<file path="src/rtl/mem_arb_pkg.sv">
// mem_arb_pkg
// Shared definitions for the two-requester memory arbiter:
//   - default address/data widths (32 words of 8 bits)
//   - the arbiter FSM state encoding
package mem_arb_pkg;

   localparam int ADDR_W_DEF = 5;
   localparam int DATA_W_DEF = 8;

   typedef enum logic [1:0] {
      IDLE      = 2'd0,
      ISSUE     = 2'd1,
      READ_WAIT = 2'd2
   } arb_state_t;

endpackage

</file>
<file path="src/rtl/rr_arbiter2.sv">
// rr_arbiter2
// Two-way round-robin grant, purely combinational.
// Ports:
//   valid0, valid1 : requests
//   last_grant     : id of the requester granted last (0 or 1)
//   grant[1:0]     : one-hot grant, all-zero when nobody requests
// A lone request always wins; on a tie the requester not granted last wins.
module rr_arbiter2 (
   input  logic       valid0,
   input  logic       valid1,
   input  logic       last_grant,
   output logic [1:0] grant
);

   assign grant[0] = valid0 & (~valid1 | last_grant);
   assign grant[1] = valid1 & (~valid0 | ~last_grant);

endmodule

</file>
<file path="src/rtl/mem_arbiter.sv">
// mem_arbiter
// Shares one synchronous data memory between two requesters.
// Ports:
//   clock, reset                 : rising-edge clock, synchronous active-high reset
//   reqN_valid/write/addr/wdata  : command from requester N (N = 0, 1)
//   reqN_ready                   : command taken at this edge when valid is also high
//   reqN_rvalid/rdata            : one-cycle read-return pulse and held read data
//   signal_memread/memwrite      : registered one-cycle memory strobes
//   mem_address, data_to_write   : registered memory address / write data
//   data_out                     : memory read data, valid one edge after signal_memread
// Handshake: a command transfers on a rising edge where valid and ready are both
// high. Ready is only offered in IDLE, so at most one command is in flight; the
// requester must hold its fields stable until that edge.
// Command timeline (accept edge ends cycle 0): strobe in cycle 1 (ISSUE); reads
// then spend cycle 2 in READ_WAIT and pulse rvalid in cycle 3, which is also an
// IDLE cycle and may accept the next command.
module mem_arbiter
   import mem_arb_pkg::*;
#(
   parameter int ADDR_W = ADDR_W_DEF,
   parameter int DATA_W = DATA_W_DEF
) (
   input  logic              clock,
   input  logic              reset,
   input  logic              req0_valid,
   input  logic              req0_write,
   input  logic [ADDR_W-1:0] req0_addr,
   input  logic [DATA_W-1:0] req0_wdata,
   output logic              req0_ready,
   output logic              req0_rvalid,
   output logic [DATA_W-1:0] req0_rdata,
   input  logic              req1_valid,
   input  logic              req1_write,
   input  logic [ADDR_W-1:0] req1_addr,
   input  logic [DATA_W-1:0] req1_wdata,
   output logic              req1_ready,
   output logic              req1_rvalid,
   output logic [DATA_W-1:0] req1_rdata,
   output logic              signal_memread,
   output logic              signal_memwrite,
   output logic [ADDR_W-1:0] mem_address,
   output logic [DATA_W-1:0] data_to_write,
   input  logic [DATA_W-1:0] data_out
);

   arb_state_t        state;
   arb_state_t        state_next;
   logic              last_grant;
   logic              cur_id;
   logic              cur_write;
   logic [1:0]        grant;
   logic              accept;
   logic              sel_write;
   logic [ADDR_W-1:0] sel_addr;
   logic [DATA_W-1:0] sel_wdata;

   rr_arbiter2 u_rr (
      .valid0     (req0_valid),
      .valid1     (req1_valid),
      .last_grant (last_grant),
      .grant      (grant)
   );

   // Ready is gated by reset so no command is ever taken on a reset edge.
   assign req0_ready = (state == IDLE) && !reset && grant[0];
   assign req1_ready = (state == IDLE) && !reset && grant[1];
   assign accept     = req0_ready | req1_ready;

   // Fields of the winning requester.
   always_comb begin
      sel_write = req0_write;
      sel_addr  = req0_addr;
      sel_wdata = req0_wdata;
      if (grant[1]) begin
         sel_write = req1_write;
         sel_addr  = req1_addr;
         sel_wdata = req1_wdata;
      end
   end

   always_comb begin
      state_next = state;
      case (state)
         IDLE:      if (accept) state_next = ISSUE;
         ISSUE:     state_next = cur_write ? IDLE : READ_WAIT;
         READ_WAIT: state_next = IDLE;
         default:   state_next = IDLE;
      endcase
   end

   always_ff @(posedge clock) begin
      if (reset) begin
         state           <= IDLE;
         signal_memread  <= 1'b0;
         signal_memwrite <= 1'b0;
         req0_rvalid     <= 1'b0;
         req1_rvalid     <= 1'b0;
         req0_rdata      <= '0;
         req1_rdata      <= '0;
         mem_address     <= '0;
         data_to_write   <= '0;
         last_grant      <= 1'b1;   // req0 wins the first tie
         cur_id          <= 1'b0;
         cur_write       <= 1'b0;
      end else begin
         state           <= state_next;
         signal_memread  <= 1'b0;
         signal_memwrite <= 1'b0;
         req0_rvalid     <= 1'b0;
         req1_rvalid     <= 1'b0;
         if (accept) begin
            last_grant      <= grant[1];
            cur_id          <= grant[1];
            cur_write       <= sel_write;
            mem_address     <= sel_addr;
            data_to_write   <= sel_wdata;
            signal_memwrite <= sel_write;
            signal_memread  <= ~sel_write;
         end
         // data_out was registered by the memory at the end of ISSUE.
         if (state == READ_WAIT) begin
            if (cur_id) begin
               req1_rdata  <= data_out;
               req1_rvalid <= 1'b1;
            end else begin
               req0_rdata  <= data_out;
               req0_rvalid <= 1'b1;
            end
         end
      end
   end

endmodule

</file>
<file path="config.mk">
export PLATFORM = sky130hd
export DESIGN_NAME = mem_arbiter
export DESIGN_NICKNAME = d
export VERILOG_FILES = /design/src/rtl/mem_arb_pkg.sv /design/src/rtl/rr_arbiter2.sv /design/src/rtl/mem_arbiter.sv
export SDC_FILE = /design/constraint.sdc
export NUM_CORES = 1
export LEC_CHECK = 0
export ABC_AREA = 1
export CORE_MARGIN = 10
export CORE_UTILIZATION = 37
export CTS_CLUSTER_DIAMETER = 60
export CTS_CLUSTER_SIZE = 16
export DETAILED_ROUTE_END_ITERATION = 10
export PLACE_DENSITY = 0.86
export REMOVE_ABC_BUFFERS = 1
export SYNTH_ARGS = -nofsm -noshare
export SYNTH_HDL_FRONTEND = slang
export SYNTH_SLANG_ARGS = --single-unit
</file>
<file path="constraint.sdc">
create_clock -name clock -period 1.1 [get_ports clock]
set_input_delay 0.33 -clock clock [delete_from_list [all_inputs] [get_ports clock]]
set_output_delay 0.33 -clock clock [all_outputs]
set_load 0.02 [all_outputs]
</file>
# == Word level (Yosys, flattened, before mapping) ==
# Cells that the tools add are included.
# totals
ff_bits,38
latch_bits,0
mem_bits_rw,0
romBits,0
inputBits,40
out_inout_bits,35
word_cells,44
memories,0
# op_classes
addsub,0
mul,0
div,0
order_cmp,0
n_eq_ne,3
shift,0
muxes,8
bitwise_logic,12
n_reduce_logical,9
# ops
cell,count
8-bit 2-to-1 mux,1
1-bit inverter,7
5-bit 2-to-1 mux,1
2-bit 2-to-1 mux,2
2-bit case mux with 2 select lines,1
2-bit AND reduction,2
2-bit OR reduction,2
1-bit logical AND,3
1-bit 2-to-1 mux,3
1-bit bitwise OR,3
1-bit AND,2
2-bit by 1-bit == test with 1-bit output (second input constant),1
2-bit == test (second input constant),1
2-bit zero test,1
2-bit inequality test (second input constant),1
1-bit zero test,1

# == Logic depth before layout (Yosys ltp) ==
# depth
depth_word,7
depth_mapped,9
ltp_nobuf,8

# == Hierarchy ==
# From an unflattened synthesis, not the netlist that was laid out.
# hier_totals
cells_unflattened,232
area_unflattened_um2,1629.1
# modules_own_cells
module,instances,cells_per_inst,area_per_inst_um2,seq_area_each_um2
mem_arbiter,1,228,1601.5,760.7
rr_arbiter2,1,4,27.5,0.0

# == Worst setup path before layout ==
# OpenSTA, ideal clock, no wires.
# synth_timing
path_type,register to register
startpoint,register state[0]
endpoint,register data_to_write[5]
setup_time_ns,0.113
arrival_ns,1.168
required_time_ns,0.987
slack_ns,-0.180
path_stages_with_launch,8
n_path_buf,1
period_less_slack_ns,1.280
path_cell_list,dfxtp_1 -> inv_1 -> nand3_2 -> nor2_2 -> nor2_4 -> buf_6 -> nor2_1 -> nor2_1
# synth_between
elab_chain_cells,4
word_cells_on_any_way,5
classes_between,bitwise (1); reduce/logical (4)
# synth_rtl
item,line_no,source
from (decl),mem_arbiter.sv:46,arb_state_t state;
from (signal assigned),mem_arbiter.sv:106,state <= state_next;
2-bit zero test,mem_arbiter.sv:65,assign req0_ready = (state == IDLE) && !reset && grant[0];
1-bit logical AND (2 in series),mem_arbiter.sv:65,
via req0_ready,mem_arbiter.sv:29,"output logic req0_ready,"
1-bit bitwise OR,mem_arbiter.sv:67,assign accept = req0_ready | req1_ready;
to (signal assigned),mem_arbiter.sv:116,data_to_write <= sel_wdata;
to (decl),mem_arbiter.sv:42,"output logic [DATA_W-1:0] data_to_write,"
# The timed path passes the listed nets, and every way through them passes these cells.
# A chain may end at the register's enable or synchronous reset.

# == Final worst setup path ==
# layout_timing
startpoint,register state[1]
endpoint,output port req1_ready
# layout_between
elab_chain_cells,3
# layout_rtl
item,line_no,source
2-bit zero test,mem_arbiter.sv:66,assign req1_ready = (state == IDLE) && !reset && grant[1];
1-bit logical AND (2 in series),mem_arbiter.sv:66,
to (decl),mem_arbiter.sv:36,"output logic req1_ready,"
# Every way passes these cells.

==> results.sh <==
export IMPL_outcome="finished with violations"
export IMPL_violations="setup timing"
export IMPL_internal_power_mw=2.614
export IMPL_yosysSeqAreaShare_pct=46.20
export IMPL_die_y_um=86.71
export IMPL_ys_top_cells_by_area="dfxtp_1 46%, nand2_1 14%, inv_1 8.0%"
export IMPL_required_ps=770
export IMPL_vias_per_cell=4.540
export IMPL_ir_drop_v=0.0008870
export IMPL_synth_edf_count=0
export IMPL_hpwl_mm=3.580
export IMPL_n_antenna_cell=0
export IMPL_synth_top_cell_by_area="dfxtp_1"
export IMPL_fin_hold_ws_ps=419.5
export IMPL_synth_cells=236
export IMPL_worstMarginPinSlew_ps=226.5
export IMPL_cts_made_buffers=5
export IMPL_crit_slowest_cell="dfxtp_2"
export IMPL_p_sw_share_pct=30.63
export IMPL_finalSetupViolations=32
export IMPL_clk_pin_slew_worst_paths_ps=80
export IMPL_synthArstFlopShare_pct=0
export IMPL_yosysMostFrequentCell="nand2_1"
export IMPL_timing_slew_headroom_pct=84.88
export IMPL_synthFlopType="dfxtp_1"
export IMPL_grt_pass1_wl_mm=8.093
export IMPL_cts_htree_levels=2
export IMPL_dr_total_vias=1775
export IMPL_drc_errors=0
export IMPL_critPathKind="reg -> out"
export IMPL_start_kind="register"
export IMPL_cts_buffer_depth=2
export IMPL_final_util_pct=72.02
export IMPL_rows=24
export IMPL_fp_dieArea_um2=7519
export IMPL_synth_seq_cells=38
export IMPL_path_max_fanout=2
export IMPL_final_setup_worst_slack_ps=-292.8
export IMPL_fin_crit_ps=1393
export IMPL_cts_tree="done"
export IMPL_p_sw_mw=1.154
export IMPL_syn_avg_cell_area_um2=6.977
export IMPL_dpl_cell_count=370
export IMPL_clkSinkCount=38
export IMPL_syn_cell_area_um2=1647
export IMPL_clkPwrFrac_pct=26.7
export IMPL_final_setup_tns_ps=-4373
export IMPL_syn_to_final_growth_pct=89.13
export IMPL_endpoint_kind="output port"
export IMPL_yosysUniqueCellTypes=20
export IMPL_crit_chain="inv_2 > nand3_4 > nor2_4 > buf_6"
export IMPL_pre_cts_slack_ps=-917.0
export IMPL_drtIter0Drc=45
export IMPL_leakagePower_nw=1.407
export IMPL_finalCritPeriodShare_pct=126.6
export IMPL_drive_gt1_share_pct=43.66
export IMPL_ios=75
export IMPL_grt_max_degree=33
export IMPL_avgRoutedWirePerCell_um=13.85
export IMPL_rsz0062_at_grt="yes"
export IMPL_globalplace_congestion=0.7490
export IMPL_maxCapViolations=0
export IMPL_slowest_delay_ps=330
export IMPL_final_nets=378
export IMPL_die_w_um=86.71
export IMPL_clock_latency_ps=290
export IMPL_fin_cells=391
export IMPL_grt_usage_pct=13.08
export IMPL_start_util_pct=38.08
export IMPL_powerDensity_nw_per_um2=1210
export IMPL_ant_nets=0
export IMPL_fillers=330
export IMPL_first_pass_iters=4
export IMPL_seqPwrFrac_pct=41.7
export IMPL_grt_pass1_vias=1797
export IMPL_io_buffers=74
export IMPL_overflow=0
export IMPL_seq_area_um2=802.0
export IMPL_maxSlewViolCount=0
export IMPL_synth_common_cells="60 x nand2_1, 38 x dfxtp_1, 35 x inv_1"
export IMPL_hold_violations=0
export IMPL_clock_fmax_ghz=0.7180
export IMPL_yosys_area_top_type_share_pct=46.20
export IMPL_worstPathArrival_ps=1060
export IMPL_core_um2=4324
export IMPL_holdBufCountCts=0
export IMPL_synth_warnings=0
export IMPL_hold_path_class="reg -> reg"
export IMPL_multi_input_area_um2=870.8
export IMPL_drt_wl_total_mm=5.415
export IMPL_finClkSkew_ps=6.052
export IMPL_clockRootBuffer="clkbuf_8"
export IMPL_comb_power_share_pct=31.6
export IMPL_antenna_found_initial=0
[through the flow]
stage,instance area [µm²],power [mW]
after floorplan,1577,1.990
after global placement,2555,2.469
after detailed placement,2555,2.493
after CTS,2811,3.576
after global routing,3114,3.951
final,3114,3.769
[flip-flops by register name, summed over array words and instances, names as in the netlist]
| signal | cells |
|---|---|
| req1_rdata | 8 |
| req0_rdata | 8 |
| mem_address | 5 |
| signal_memread | 1 |
| req1_rvalid | 1 |
| state | 2 |
| data_to_write | 8 |
| signal_memwrite | 1 |
| cur_write | 1 |
| cur_id | 1 |
| last_grant | 1 |
| req0_rvalid | 1 |
[final cells by class]
type,instances,area share [%]
well taps,52,2.089
inverters,37,4.741
flip-flops and latches,38,25.75
multi-input cells,153,27.96
clock buffers,6,2.652
repair buffers,103,36.40
clock inverters,2,0.4018
[power groups by stage]
stage / sequential [mW] / clock, mW / combinational (mW)
6_report: 1.57 / 1.01 / 1.19
5_1_grt: 1.58 / 1.07 / 1.30
4_1_cts: 1.56 / 1.01 / 1.01
3_5_place_dp: 1.56 / 0 / 0.929
3_3_place_gp: 1.56 / 0 / 0.911
2_1_floorplan: 1.67 / 0 / 0.322
[metal layers]
layer / global-route usage [%] / routed length [µm]
met3: 6.660 / 443
met2: 23.15 / 2818
met5: 0 / 0
met1: 13.34 / 2129
met4: 3.093 / 23
[cells in the final DEF, fill, tap and decap left out, types with 6 or more instances in the layout]
cell | synthesis | layout
clkbuf_8 | 0 | 6
o21ai_1 | 0 | 10
dfxtp_2 | 0 | 33
buf_6 | 3 | 36
nor2_2 | 2 | 10
clkdlybuf4s50_1 | 0 | 36
nor2_4 | 2 | 6
nand3_1 | 15 | 13
nor2_1 | 30 | 18
a21oi_1 | 17 | 14
buf_4 | 2 | 19
nand2_1 | 60 | 56
inv_1 | 35 | 30
[kinds of logic after synthesis]
family | synth area share [%]
simple gates | 30.09
buf+inv | 12.69
flops | 46.20
compound gates | 11.02
[critical path, delay by kind of cell (launching register included)]
family | cells | cell delay, ps
and+or+nand+nor | 2 | 240
DFF | 1 | 330
buffers and inverters | 2 | 210
[path summary, 6_finish.rpt]
check	cells past startpoint	from	slack (ps)	endpoint
min reg2reg	1	cur_write	420	state[1]
max reg2reg	10	last_grant	-250	data_to_write[7]
min	1	cur_write	420	state[1]
max	4	state[1]	-290	req1_ready
[timing repair]
| item | 4_1_cts | 5_1_grt |
|---|---|---|
| resized for setup | 254 | 62 |
| pin swaps | 4 | 17 |
| gates cloned | 1 | 4 |
| setup endpoints to repair | 71 | 59 |
| setup buffers | 4 | 7 |
No activity file was read; power rests on OpenSTA's default activity.
==> RTL edit 1: new RTL, same flow settings <==
`DATA_W_DEF`: 8 -> 12.
--- a/src/rtl/mem_arb_pkg.sv
+++ b/src/rtl/mem_arb_pkg.sv
@@ -7,3 +7,3 @@
    localparam int ADDR_W_DEF = 5;
-   localparam int DATA_W_DEF = 8;
+   localparam int DATA_W_DEF = 12;
 
Interface: changed (6 resized); port bits go from 75 to 99. No check against the original RTL was run, so the function may have changed too.
==> RTL edit 1 against the original RTL <==
  * The flow still finishes with violations (negative setup slack)
  * Clock skew up 3.9 ps
  * Critical endpoint is now req0_ready
  * Wire length up 66%
  * Critical path depth unchanged
  * Sequential cell count up 12
  * Power up 35%
  * Worst setup slack worse by 45 ps
  * Final area up 41%
  * Sequential share of layout area down 1.6 points
  * Hold slack worse by 79 ps
  * Synthesized area up 34%
  * Cell count up 36%
==> RTL edit 1: results (changes against the original RTL) <==
Outcome:
- The run finished, with violations left.
- The checks that failed: negative setup slack.

Placed design:
- The instance area at placement is 3360 um^2 (+31%).
- The global placement routability congestion is 0.818 (+9.2%).
- The HPWL reported at the end of detailed placement is 4.91 mm (+37%).

Global routing:
- The global-route usage over all layers came to 17.2% (+4.1 points).
- The largest net degree at the start of global routing is 26 (-21%).
- The wire length of the first global-routing pass is 13.3 mm (+65%).
- The initial antenna violation count was 2 (+2).

STA:
- The post-route worst setup slack is -338 ps (-45.0 ps).
- The sum of negative setup slack is -6820 ps (-2440 ps).
- The headroom to the max-slew limit is 83.7% (-1.2 points).
- The setup violation total in the final timing report came to 57 (+78%).
- The worst clock skew on the final layout is 10.0 ps (+3.95 ps).

Synth:
- The post-synthesis compound-gate area fraction is 11.7% (+0.67 points).
- In the post-synthesis netlist, the biggest area contributors are sky130_fd_sc_hd__dfxtp_1, sky130_fd_sc_hd__nand2_1, sky130_fd_sc_hd__inv_1.
- The part of the Yosys area used for sequential elements is 45.4% (-0.80 points).
- Counting instances in the post-synthesis netlist gives the leading cell types as sky130_fd_sc_hd__nand2_1, sky130_fd_sc_hd__dfxtp_1, sky130_fd_sc_hd__inv_1.

Detailed routing:
- The total via count after detailed routing is 2538 (+43%).

Pwr:
- The cell leakage power is 2.02 nW (+44%).
- The net switching power figure is 1.53 mW (+33%).
- The maximum ir drop on the vdd rail is 0.598 mV (-33%).

Worst setup path:
- The arrival time at the worst endpoint was 1110 ps (+50 ps).
- The slack of the worst reg-to-reg path is -220 ps (+30 ps).
- The number of cells traversed by the worst register-to-register path was 9 (-1).
- The destination of the worst register-to-register timing path is mem_address[3].

Layout:
- The largest registers in the layout are data_to_write x12, req0_rdata x12, req1_rdata x12.
- The net total in the final layout is 505 (+34%).

Clocking:
- The clock-pin slew on the worst setup and hold paths came to 100 ps (+20 ps).
[RTL edit 1: cell count changes in the layout (fill, tap and decap cells not counted), moves of 5 or more]
cell | before | now
sky130_fd_sc_hd__inv_1 | 30 | 43
sky130_fd_sc_hd__clkdlybuf4s50_1 | 36 | 48
sky130_fd_sc_hd__nor2_1 | 18 | 26
sky130_fd_sc_hd__buf_6 | 36 | 56
sky130_fd_sc_hd__o21ai_2 | 3 | 12
sky130_fd_sc_hd__nand3_2 | 1 | 11
sky130_fd_sc_hd__dfxtp_2 | 33 | 48
sky130_fd_sc_hd__nand3_1 | 13 | 7
sky130_fd_sc_hd__nand2_1 | 56 | 71
sky130_fd_sc_hd__a21oi_1 | 14 | 19
[RTL edit 1: kinds of logic after synthesis]
| family | after synthesis |
|---|---|
| and+or+nand+nor | 144 |
| buffers and inverters | 65 |
| AOI/OAI and AO/OA | 51 |
| DFF | 50 |
[RTL edit 1: layout make-up]
cell class	count	area, um^2	area share, %
timing repair buffer	149	1770	40.2
multi-input combinational	198	1170	26.6
sequential	50	1060	24.1
inverter	49	190	4.32
tap	75	93.8	2.13
clock buffer	6	72.6	1.65
clock inverter	2	37.5	0.853
antenna	2	5.00	0.114
[RTL edit 1: timing repair]
item                       CTS  global route
setup endpoints to repair   95            94
hold buffers                 0             0
gates resized for setup    403            43
pin swaps                   11            19
buffers inserted            18             9
gates cloned                 9             4
[RTL edit 1: metrics by stage]
step | cells | setup WS, ps
floorplan | 294 | -471
global placement | 484 | -895
detailed placement | 484 | -971
CTS | 518 | -303
global route | 531 | -359
finish | 531 | -338
[RTL edit 1: worst max-delay path: cells and delay by family, from the launching register on]
kind | cells | cell delay, ps
DFF | 1 | 340
and+or+nand+nor | 2 | 250
buffers and inverters | 2 | 220
[RTL edit 1: how the worst min path moves through the flow]
stage / startpoint / endpoint / depth (start not counted) / slack (ps)
2_1_floorplan: reset / cur_id / 1 / 400
3_3_place_gp: cur_write / state[1] / 1 / 420
3_5_place_dp: cur_write / state[1] / 1 / 420
4_1_cts: reset / cur_id / 3 / 400
5_1_grt: reset / req0_rvalid / 3 / 340
6_report: reset / req0_rvalid / 3 / 340
[RTL edit 1: power groups by stage]
stage	registers [mW]	clock network, mW	logic [mW]
after global routing	2.08	1.39	1.85
after CTS	2.06	1.30	1.56
final	2.07	1.30	1.72
after global placement	2.05	0	1.20
after floorplan	2.19	0	0.434
after detailed placement	2.05	0	1.22
[RTL edit 1: metal layers]
layer / routed length [um] / vias to the layer above / part of all wire, % / GRT usage, %
met5: 0 / - / 0 / 0
met4: 215 / 0 / 2.4 / 6.70
met3: 796 / 19 / 8.8 / 7.11
met2: 4750 / 125 / 53 / 30.6
met1: 3250 / 1144 / 36 / 17.5
li1: - / 1250 / - / -
==> RTL edit 2: new RTL, same flow settings <==
Without the edit above. Re-encode `arb_state_t` (3 states) as one-hot, 3 bits wide.
--- a/src/rtl/mem_arb_pkg.sv
+++ b/src/rtl/mem_arb_pkg.sv
@@ -9,6 +9,6 @@
 
-   typedef enum logic [1:0] {
-      IDLE      = 2'd0,
-      ISSUE     = 2'd1,
-      READ_WAIT = 2'd2
+   typedef enum logic [2:0] {
+      IDLE      = 3'b001,
+      ISSUE     = 3'b010,
+      READ_WAIT = 3'b100
    } arb_state_t;
Function: same outputs for any inputs over 10 cycles, from zero or initial values and one cycle with reset high; not proved beyond that.
==> RTL edit 2 against the original RTL <==
  * The run still ends with negative setup slack left
  * Largest power group unchanged
  * Fmax down 9.1%
  * Wire length up 13%
  * Worst setup slack worse by 140 ps
  * Sequential cell count up 1
  * Power up 5.9%
  * Global-route usage up 1.4 points
  * Final area up 5.8%
  * Clock power up 23%
  * Synthesized area down 1.3%
==> RTL edit 2: results (changes against the original RTL) <==
Outcome:
- The flow ran to the end, but the final reports show violations.
- The checks that failed: negative setup slack.

Placed design:
- The global placement routability congestion is 0.722 (-3.6%).
- The HPWL reported at the end of detailed placement was 3.49 mm (-2.6%).
- The instance area at placement is 2520 um^2 (-1.2%).
- The total placed cells including tap cells is 372 (+0.54%).
- The placement-stage worst setup slack is -1200 ps (-280 ps).

Synth:
- For this run, the leading register cell type out of synthesis is sky130_fd_sc_hd__dfxtp_1.
- The part of the Yosys area used for sequential elements is 48.0% (+1.8 points).
- The number of instances in the synthesized netlist is 237 (+0.42%).
- Ranked by total cell area, the synthesized netlist is headed by sky130_fd_sc_hd__dfxtp_1, sky130_fd_sc_hd__nand2_1, sky130_fd_sc_hd__inv_1.
- The post-synthesis cell type count came to 17 (-15%).
- By count the netlist is led by sky130_fd_sc_hd__nand2_1, sky130_fd_sc_hd__dfxtp_1, sky130_fd_sc_hd__inv_1, sky130_fd_sc_hd__nor2_1, sky130_fd_sc_hd__a21oi_1.

Detailed routing:
- The detailed router's first-iteration violation count is 27 (-40%).
- The length of routed wiring on met1 is 2.32 mm (+8.7%).
- The routed length on met2 is 3.21 mm (+14%).
- The overall routed net length is 6.13 mm (+13%).
- The wire length per cell is 15.4 um (+11%).
- The sum of met3 wire segment lengths after detailed routing was 489 um (+10%).
- The total via count after detailed routing was 1893 (+6.6%).

STA:
- The setup violation total in the final timing report is 39 (+22%).
- The headroom to the max-slew limit came to 69.4% (-15 points).
- The worst clock skew on the final layout is 7.18 ps (+1.13 ps).
- The post-route worst setup slack came to -432 ps (-139 ps).

Clocking:
- The clock-pin slew on the worst setup and hold paths is 80 ps (about the same).
- The number of H-tree levels is 2 (unchanged).
- The number of buffers added by the clock tree synthesis step was 5 (unchanged).
- The source-to-sink clock delay at the later pin of the worst-skew pair is 290 ps (about the same).
- The clock tree buffer depth is 2 (unchanged).
- Clock tree synthesis selected as its root buffer the cell sky130_fd_sc_hd__clkbuf_8.

Worst hold path:
- The worst min-delay path class is flip-flop to flip-flop.

Global routing:
- The via count of the first global-routing pass is 1831 (+1.9%).
- The fraction of met3 tracks used by global routing is 8.07% (+1.4 points).
- The global-route met1 utilization is 14.3% (+0.95 points).
- The fraction of met2 tracks used by global routing is 25.7% (+2.5 points).
- The largest net degree at the start of global routing is 32 (-3.0%).
- The wire length of the first global-routing pass was 8.60 mm (+6.3%).
- The global-route usage over all layers was 14.5% (+1.4 points).

Worst setup path:
- The delay of the slowest cell on the worst path was 360 ps (+30 ps).
- The arrival time at the worst endpoint is 1200 ps (+140 ps).
- Among all stages on the critical path, the largest delay is contributed by sky130_fd_sc_hd__dfxtp_2.

Layout:
- The number of inserted diodes was 0 (unchanged).
- The net total in the final layout is 385 (+1.9%).
- The proportion of layout cells with a drive suffix above 1 is 52.3% (+8.7 points).

Pwr:
- The cell leakage power was 1.47 nW (+4.4%).
- The maximum ir drop on the vdd rail was 1.06 mV (+19%).
[RTL edit 2: path summary, 6_finish.rpt]
| check | startpoint | slack (ps) | end | cells after the start |
|---|---|---|---|---|
| min | req1_rdata[1] | 450 | req1_rdata[1] | 2 |
| max reg2reg | last_grant | -420 | mem_address[1] | 11 |
| max | state[0] | -430 | req0_ready | 5 |
| min reg2reg | req1_rdata[1] | 450 | req1_rdata[1] | 2 |
[RTL edit 2: area by class of cell]
cell class	instances	area (um^2)
repair buffers	110	1210
fillers	316	998
multi-input cells	153	943
flip-flops and latches	39	825
inverters	36	138
clock buffers	6	82.6
well taps	52	65.1
clock inverters	2	35.0
[RTL edit 2: power by group]
part	internal (mW)	leakage [nW]	switching (mW)
Clock	0.734	0.0612	0.503
Sequential	1.51	0.332	0.0633
Combinational	0.620	1.08	0.561
[RTL edit 2: what timing repair did]
action	CTS	global route
gates cloned	7	1
gates resized for setup	281	95
endpoints found under the setup margin	72	69
pin swaps	7	25
setup buffers	12	7
endpoints found under the hold margin	0	0
[RTL edit 2: kinds of logic after synthesis]
logic type / count (synthesis) / synth area share, %
buf+inv: 45 / 11.8
flops: 39 / 48.0
compound gates: 37 / 12.1
simple gates: 116 / 28.1
[RTL edit 2: worst max-delay path, delay by kind of cell, from the launching register on]
| family | cells | cell delay [ps] |
|---|---|---|
| buf+inv | 2 | 190 |
| flops | 1 | 360 |
| simple gates | 3 | 360 |
[RTL edit 2: metrics by stage]
| step | TNS [ps] | utilization, % |
|---|---|---|
| after global routing | -11560 | 76.7 |
| after detailed placement | -29610 | 58.8 |
| final | -9700 | 76.7 |
| after CTS | -9920 | 70.1 |
| after floorplan | -6490 | - |
| after global placement | -27380 | 58.8 |
